--- config.mk ---
export PLATFORM = sky130hd
export DESIGN_NAME = click_pipeline
export DESIGN_NICKNAME = d
export VERILOG_FILES = /design/src/rtl/click_pkg.sv /design/src/rtl/click_stage.sv /design/src/rtl/click_pipeline.sv
export SDC_FILE = /design/constraint.sdc
export NUM_CORES = 1
export LEC_CHECK = 0
export ABC_AREA = 0
export CELL_PAD_IN_SITES_DETAIL_PLACEMENT = 1
export CELL_PAD_IN_SITES_GLOBAL_PLACEMENT = 1
export CORE_MARGIN = 4
export CORE_UTILIZATION = 35
export CTS_CLUSTER_SIZE = 24
export DETAILED_ROUTE_END_ITERATION = 12
export PLACE_DENSITY = 0.71
export SLEW_MARGIN = 15
export SYNTH_ARGS = -nofsm -noshare
export SYNTH_HDL_FRONTEND = slang
export SYNTH_SLANG_ARGS = --single-unit
--- constraint.sdc ---
create_clock -name clk -period 1.9 [get_ports clk]
set_clock_uncertainty 0.15 [all_clocks]
set_input_delay 0.19 -clock clk [delete_from_list [all_inputs] [get_ports clk]]
set_output_delay 0.19 -clock clk [all_outputs]
set_load 0.02 [all_outputs]
--- src/rtl/click_pkg.sv ---
// Shared defaults and helpers for the two-phase click pipeline.
package click_pkg;

  localparam int DEF_WIDTH = 8;
  localparam int DEF_DEPTH = 4;
  localparam int DEF_CNT_W = 16;

  // Bits needed to represent an occupancy of 0..depth.
  function automatic int occ_width(input int depth);
    return $clog2(depth + 1);
  endfunction

endpackage

--- src/rtl/click_stage.sv ---
// One click stage: a phase bit, a data register and the fire term that advances them.
module click_stage
  import click_pkg::*;
#(
  parameter int WIDTH = DEF_WIDTH
) (
  input  logic             clk,
  input  logic             rst_n,
  input  logic             req,
  input  logic             ack,
  input  logic [WIDTH-1:0] din,
  output logic             phase,
  output logic [WIDTH-1:0] data,
  output logic             fire,
  output logic             full
);

  // Empty (phase matches successor) and a new token offered (phase differs from predecessor).
  assign fire = (phase == ack) && (phase != req);
  assign full = (phase != ack);

  always_ff @(posedge clk) begin
    if (!rst_n) begin
      phase <= 1'b0;
      data  <= '0;
    end else if (fire) begin
      phase <= ~phase;
      data  <= din;
    end
  end

endmodule

--- src/rtl/click_pipeline.sv ---
// Two-phase bundled-data click pipeline, modelled synchronously, with occupancy
// and a saturating delivered-token counter.
module click_pipeline
  import click_pkg::*;
#(
  parameter int WIDTH = DEF_WIDTH,
  parameter int DEPTH = DEF_DEPTH,
  parameter int CNT_W = DEF_CNT_W
) (
  input  logic                        clk,
  input  logic                        rst_n,
  input  logic                        in_req,
  input  logic [WIDTH-1:0]            in_data,
  output logic                        in_ack,
  output logic                        out_req,
  output logic [WIDTH-1:0]            out_data,
  input  logic                        out_ack,
  output logic [DEPTH-1:0]            fire,
  output logic [occ_width(DEPTH)-1:0] occupancy,
  input  logic                        clr_count,
  output logic [CNT_W-1:0]            tok_count
);

  localparam int OCC_W = occ_width(DEPTH);

  logic [DEPTH-1:0] s;
  logic [DEPTH-1:0] full;
  logic [DEPTH-1:0] req_w;
  logic [DEPTH-1:0] ack_w;
  logic [WIDTH-1:0] d     [DEPTH];
  logic [WIDTH-1:0] din_w [DEPTH];

  for (genvar i = 0; i < DEPTH; i++) begin : g_stage
    if (i == 0) begin : g_head
      assign req_w[i] = in_req;
      assign din_w[i] = in_data;
    end else begin : g_body
      assign req_w[i] = s[i-1];
      assign din_w[i] = d[i-1];
    end

    if (i == DEPTH - 1) begin : g_tail
      assign ack_w[i] = out_ack;
    end else begin : g_link
      assign ack_w[i] = s[i+1];
      // A stage can only fire into an empty slot, so a full stage never fires into a full successor.
      assert property (@(posedge clk) disable iff (!rst_n)
                       !(fire[i] && full[i] && full[i+1]));
    end

    click_stage #(
      .WIDTH(WIDTH)
    ) u_stage (
      .clk   (clk),
      .rst_n (rst_n),
      .req   (req_w[i]),
      .ack   (ack_w[i]),
      .din   (din_w[i]),
      .phase (s[i]),
      .data  (d[i]),
      .fire  (fire[i]),
      .full  (full[i])
    );
  end

  assign in_ack   = s[0];
  assign out_req  = s[DEPTH-1];
  assign out_data = d[DEPTH-1];

  always_comb begin
    occupancy = '0;
    for (int i = 0; i < DEPTH; i++) begin
      occupancy = occupancy + OCC_W'(full[i]);
    end
  end

  always_ff @(posedge clk) begin
    if (!rst_n) begin
      tok_count <= '0;
    end else if (clr_count) begin
      tok_count <= '0;
    end else if (fire[DEPTH-1] && (tok_count != {CNT_W{1'b1}})) begin
      tok_count <= tok_count + 1'b1;
    end
  end

endmodule

==> flow_metrics.py, run 1 <==
metrics = {
    "setup_path": {
        "start_kind": "flip-flop",
        "path_cells": "xnor2_4 > inv_2 > fa_1 > ha_4 > ha_4 > buf_6",
        "path_common_cell": "ha_4",
        "path_class": "flip-flop to output port",
        "critical_path_peak_fanout": 3,
        "slowest_stage": "fa_1",
        "cp.arrival_ns": 1.95,
        "critPathCaptureType": "output port",
        "critical_path.max_stage_delay_ns": 0.49,
        "crit_required_ns": 1.56,
    },
    "timing": {
        "slew_headroom_pct": 76.2,
        "maxSlewViolCount": 0,
        "fin_hold_ws_ns": 0.307,
        "setup_ws_ns": -0.391,
        "final.setup.tns_ns": -0.984,
        "min_period_ns": 2.29,
        "fmax_ghz": 0.437,
        "rsz0062_at_grt": "true",
        "finalCritPeriodShare_pct": 121,
        "hold_violations": 0,
        "finalSetupViolCount": 5,
        "worst_slew_pin_slew_ns": 0.355,
    },
    "global_routing": {
        "grt_util_all_layers_pct": 15.4,
        "grt_pass1_vias": 2161,
        "grt_pass1_wl_um": 10600,
        "antenna_found_initial": 0,
        "grt_max_degree": 37,
        "grt-ovfl-total": 0,
    },
    "outcome": {
        "status": "finished, violations left",
        "failed_checks": "setup timing",
    },
    "cells_and_area": {
        "diodes": 0,
        "post_layout_nonfiller_instances": 430,
        "syn_to_final_growth_pct": 43.6,
        "nNetsFinal": 351,
        "seq_area_mm2": 0.00106,
        "multi_input_area_mm2": 0.00146,
        "layout-drive-gt1-share_pct": 31.4,
        "fillerInstances": 786,
        "fin_area_mm2": 0.00355,
    },
    "synthesis": {
        "synth_edf_count": 0,
        "synthCells": 262,
        "synthFlopType": "dfxtp_1",
        "netlist_top_cells_count": "dfxtp_1 (52), nand2_1 (25), nor2b_1 (25)",
        "synth_top_area_share_pct": 42.1,
        "ys_warn_count": 0,
        "yosysSeqAreaShare_pct": 42.1,
        "yosysMostFrequentCell": "dfxtp_1",
        "synth_nets": 280,
        "synthArstFlopShare_pct": 0,
        "yosys-top-cells-area": "dfxtp_1 (42%), mux2i_1 (9.7%), nor2b_1 (6.3%)",
        "netlist_area_mm2": 0.00247,
        "ys_ff_latch": 52,
        "syn_area_per_cell_um2": 9.43,
        "synth_top_cell_by_area": "dfxtp_1",
        "ys_types": 46,
    },
    "place": {
        "port_buffers": 45,
        "placed_area_mm2": 0.00322,
        "gp_congestion": 0.790,
        "post-dp-hpwl_um": 4540,
        "place_inst": 412,
    },
    "route": {
        "routed-via-count": 2125,
        "wl_met1_um": 3130,
        "dr.pass1.iters": 4,
        "top_layer_used": "met4",
        "wl_per_cell_um": 14.7,
        "drtIter0Drc": 67,
        "viasPerCell": 4.94,
        "drc": 0,
        "routed-wl-met3_um": 164,
        "antenna_left": 0,
        "wl_met2_um": 2950,
        "wl_um": 6320,
    },
    "floorplan": {
        "die_h_um": 92.0,
        "die_w_um": 92.0,
        "pin_count": 46,
        "rows": 30,
        "core_mm2": 0.00683,
        "initial_utilization_pct": 36.2,
        "die_area_mm2": 0.00847,
    },
    "cts": {
        "clk_latency_ns": 0.31,
        "clock_sinks": 52,
        "htree_levels": 2,
        "clk_path_buf_depth": 2,
        "clk_pin_slew_ns": 0.10,
        "cts-buffers-inserted": 5,
        "cts_hold_buffers": 0,
        "cts_tree": "done",
        "clockRootBuffer": "clkbuf_8",
    },
    "pwr": {
        "p_leak_uw": 0.00130,
        "power_density_mw_per_mm2": 958,
        "vdd_drop_max_uv": 393,
    },
    "hold_path": {
        "hold_path_class": "primary input to flip-flop",
    },
    "run": {
        "cap_violations": 0,
    },
}
area by class of cell:
type                    count  share of cell area (%)
well taps                  96                    3.39
repair buffers             90                    22.5
clock buffers               5                    1.94
clock inverters             3                   0.670
flip-flops and latches     52                    29.9
inverters                   4                   0.423
multi-input cells         180                    41.2
where the power goes:
part           switching, uW  total [uW]  leakage, uW  internal [uW]
clock                    405         675    0.0000495            271
combinational            698        1480     0.000823            778
sequential              68.0        1250     0.000426           1180
layout by cell type (no fill, tap or decap), types with 3 or more instances in the layout:
cell / Yosys / final
dfxtp_1: 52 / 42
buf_4: 13 / 42
clkdlybuf4s50_1: 0 / 37
nand2_1: 25 / 25
nor2b_1: 25 / 25
mux2i_1: 24 / 24
a21oi_1: 15 / 9
a21boi_0: 8 / 8
buf_6: 1 / 8
o21ai_0: 7 / 7
dfxtp_2: 0 / 7
or4_4: 0 / 6
a21oi_2: 0 / 6
nor2_1: 7 / 6
and2_1: 5 / 5
o31ai_1: 6 / 5
clkbuf_8: 0 / 5
nand4_1: 4 / 4
inv_1: 4 / 3
xor2_2: 0 / 3
nand3_1: 4 / 3
dfxtp_4: 0 / 3
final timing paths:
check | start | to | slack (ns) | depth (start not counted)
worst max-delay path | g_stage[1].u_stage.phase | occupancy[1] | -0.39 | 6
worst min-delay path | out_ack | g_stage[3].u_stage.phase | 0.31 | 4
worst max register to register | g_stage[3].u_stage.phase | tok_count[14] | -0.04 | 5
worst min register to register | g_stage[2].u_stage.data[5] | g_stage[3].u_stage.data[5] | 0.33 | 2
through the flow:
| stage | total power [uW] | setup WS [ns] | util, % |
|---|---|---|---|
| after floorplan | 2170 | -0.0192 | - |
| after global placement | 2530 | -0.809 | 47.1 |
| after detailed placement | 2580 | -0.874 | 47.1 |
| after CTS | 3330 | -0.411 | 49.4 |
| after global routing | 3610 | -0.456 | 51.9 |
| final | 3400 | -0.391 | 51.9 |
flip-flops by register name (all words and copies together), names as in the netlist:
| signal | flops |
|---|---|
| g_stage.u_stage.data | 32 |
| tok_count | 16 |
| g_stage.u_stage.phase | 4 |
worst max-delay path, delay by kind of cell, from the launching register on:
family                   cells  cell delay (ns)
flip-flops                   1             0.39
adder cells (fa/ha/maj)      3             0.93
XOR/XNOR                     1             0.17
buffers and inverters        2             0.15
cell families (layout without fill, tap and decap cells):
logic type	count (synthesis)	count (layout)	synth area share, %
compound gates	46	46	12.3
xor+xnor	5	5	1.77
fa+ha+maj	6	6	3.24
buf+inv	30	102	6.99
flops	52	52	42.1
mux	24	24	9.72
simple gates	99	99	23.9
routing by layer:
metal	GRT usage, %	up-vias
met3	2.87	6
met4	4.46	0
met5	0	-
li1	-	1049
met2	24.1	33
met1	21.6	1037
repair_timing:
item	4_1_cts	5_1_grt
gates cloned	0	0
resized for setup	38	36
buffers inserted	3	7
pin swaps	4	25
endpoints found under the setup margin	18	19
Power figures use the tool's default switching activity.
==> run 2, diff against run 1 <==
--- a/config.mk
+++ b/config.mk
@@ -8,11 +8,12 @@
 export ABC_AREA = 0
 export CELL_PAD_IN_SITES_DETAIL_PLACEMENT = 1
 export CELL_PAD_IN_SITES_GLOBAL_PLACEMENT = 1
-export CORE_MARGIN = 4
+export CORE_MARGIN = 5
 export CORE_UTILIZATION = 35
 export CTS_CLUSTER_SIZE = 24
 export DETAILED_ROUTE_END_ITERATION = 12
 export PLACE_DENSITY = 0.71
+export RECOVER_POWER = 100
 export SLEW_MARGIN = 15
 export SYNTH_ARGS = -nofsm -noshare
 export SYNTH_HDL_FRONTEND = slang
==> run 2 against run 1 <==
  * The run still ends with setup timing left
  * Global-route usage fell by 1.2 points
  * First-iteration DRC count up 16%
  * Via count is 2.4% lower
  * Combinational power decreased by 5%
  * Maximum frequency rose by 1.0%
  * Critical path type unchanged
  * Highest routed layer unchanged
==> flow_metrics.py, run 2 (synthesized netlist as in run 1, its figures left out) <==
metrics = {
    "outcome": {
        "status": "finished, violations left",
        "failed_checks": "setup timing",
    },
    "cts": {
        "clock_sinks": 52,
        "clockRootBuffer": "clkbuf_8",
        "clk_pin_slew_ns": 0.10,
        "clk_path_buf_depth": 2,
        "cts_tree": "done",
        "clk_latency_ns": 0.31,
        "htree_levels": 2,
        "cts-buffers-inserted": 5,
    },
    "run": {
        "cap_violations": 0,
    },
    "floorplan": {
        "die_area_mm2": 0.00884,
        "pin_count": 46,
        "rows": 30,
        "initial_utilization_pct": 36.2,
        "die_h_um": 94.0,
        "core_mm2": 0.00683,
        "die_w_um": 94.0,
    },
    "global_routing": {
        "grt_util_met1_pct": 19.2,
        "globalRouteMet3Util_pct": 3.04,
        "grt-ovfl-total": 0,
        "grt_pass1_wl_um": 10100,
        "antenna_found_initial": 0,
        "busiest_layer": "met2",
        "grt_use_met2_pct": 22.7,
        "grt_util_all_layers_pct": 14.2,
        "grt_pass1_vias": 2100,
        "grt_max_degree": 37,
    },
    "setup_path": {
        "cp.arrival_ns": 1.93,
        "start_kind": "flip-flop",
        "slowest_stage": "fa_1",
        "crit_required_ns": 1.56,
        "critPathCaptureType": "output port",
        "path_class": "flip-flop to output port",
        "path_common_cell": "ha_4",
        "critical_path_peak_fanout": 4,
        "critical_path.max_stage_delay_ns": 0.51,
        "path_cells": "xor2_4 > fa_1 > ha_4 > ha_4 > buf_6",
    },
    "cells_and_area": {
        "syn_to_final_growth_pct": 39.6,
        "fin_area_mm2": 0.00345,
        "largest_register_ffs": 32,
        "seq_area_mm2": 0.00106,
        "final_common_cell": "dfxtp_1",
        "regMostFlops": "g_stage.u_stage.data",
        "multi_input_area_mm2": 0.00145,
        "layout-drive-gt1-share_pct": 27.6,
        "nNetsFinal": 343,
        "layout_common_cells": "dfxtp_1 (42), buf_4 (35), clkdlybuf4s50_1 (34)",
        "finish.utilization_pct": 50.5,
        "diodes": 0,
        "fillerInstances": 782,
        "reg_top3": "g_stage.u_stage.data (32), tok_count (16), g_stage.u_stage.phase (4)",
    },
    "timing": {
        "fin_hold_ws_ns": 0.322,
        "worst_slew_pin_slew_ns": 0.526,
        "setup_ws_ns": -0.368,
        "rsz0062_at_grt": "true",
        "hold_violations": 0,
        "slew_headroom_pct": 64.9,
        "finalCritPeriodShare_pct": 119,
        "fmax_ghz": 0.441,
        "finalSetupViolCount": 9,
        "min_period_ns": 2.27,
        "final.setup.tns_ns": -1.41,
        "maxSlewViolCount": 0,
    },
    "place": {
        "port_buffers": 45,
        "gp_congestion": 0.778,
        "post-place-ws_ns": -0.853,
        "placed_area_mm2": 0.00323,
        "post-dp-hpwl_um": 4530,
    },
    "hold_path": {
        "hold_path_class": "flip-flop to flip-flop",
    },
    "pwr": {
        "power_density_mw_per_mm2": 958,
        "vdd_drop_max_uv": 501,
        "p_leak_uw": 0.00125,
    },
    "route": {
        "antenna_left": 0,
        "viasPerCell": 4.91,
        "drc": 0,
        "wl_um": 6290,
        "drtIter0Drc": 78,
        "dr.pass1.iters": 4,
        "routed-via-count": 2074,
        "wl_per_cell_um": 14.9,
    },
}
==> run 2: worst paths after layout <==
path                            slack, ns                    endpoint  cells past startpoint                  startpoint
worst max-delay path                -0.37                occupancy[1]                      5    g_stage[1].u_stage.phase
worst min-delay path                 0.32  g_stage[3].u_stage.data[7]                      2  g_stage[3].u_stage.data[7]
worst max register to register      -0.15                tok_count[5]                      6    g_stage[2].u_stage.phase
worst min register to register       0.32  g_stage[3].u_stage.data[7]                      2  g_stage[3].u_stage.data[7]
==> run 2: final cells by class <==
| class | count | area share (%) |
|---|---|---|
| Sequential cell | 52 | 30.7 |
| Clock inverter | 3 | 0.653 |
| Timing Repair Buffer | 82 | 20.8 |
| Multi-Input combinational cell | 180 | 41.9 |
| Tap cell | 96 | 3.48 |
| Inverter | 4 | 0.435 |
| Clock buffer | 5 | 1.99 |
==> run 2: repair_timing <==
| action | in CTS | in global routing |
|---|---|---|
| pin swaps | 10 | 6 |
| gates resized for setup | 43 | 20 |
| hold buffers | 0 | 0 |
| setup endpoints to repair | 19 | 19 |
| buffers inserted | 0 | 1 |
==> run 2: stage by stage <==
| step | cells | total power (uW) |
|---|---|---|
| 6_report | 422 | 3300 |
| 4_1_cts | 421 | 3290 |
| 3_3_place_gp | 413 | 2540 |
| 3_5_place_dp | 413 | 2570 |
| 5_1_grt | 422 | 3500 |
| 2_1_floorplan | 262 | 2170 |
==> run 2: layer usage <==
metal / routed length, um / part of all wire, %
met1: 3080 / 49
met2: 2930 / 47
met3: 207 / 3.3
met4: 72 / 1.1
met5: 0 / 0
==> run 2: where the power goes <==
| part | internal (uW) | switching [uW] | total [uW] |
|---|---|---|---|
| clock network | 265 | 388 | 653 |
| logic | 720 | 678 | 1400 |
| registers | 1180 | 73.5 | 1250 |
| total | 2160 | 1140 | 3300 |
==> run 2: critical path, delay by kind of cell, from the launching register on <==
kind | cells | cell delay (ns)
buffers and inverters | 1 | 0.10
adders and majority gates | 3 | 0.95
xor gates and xnor gates | 1 | 0.16
DFF | 1 | 0.40
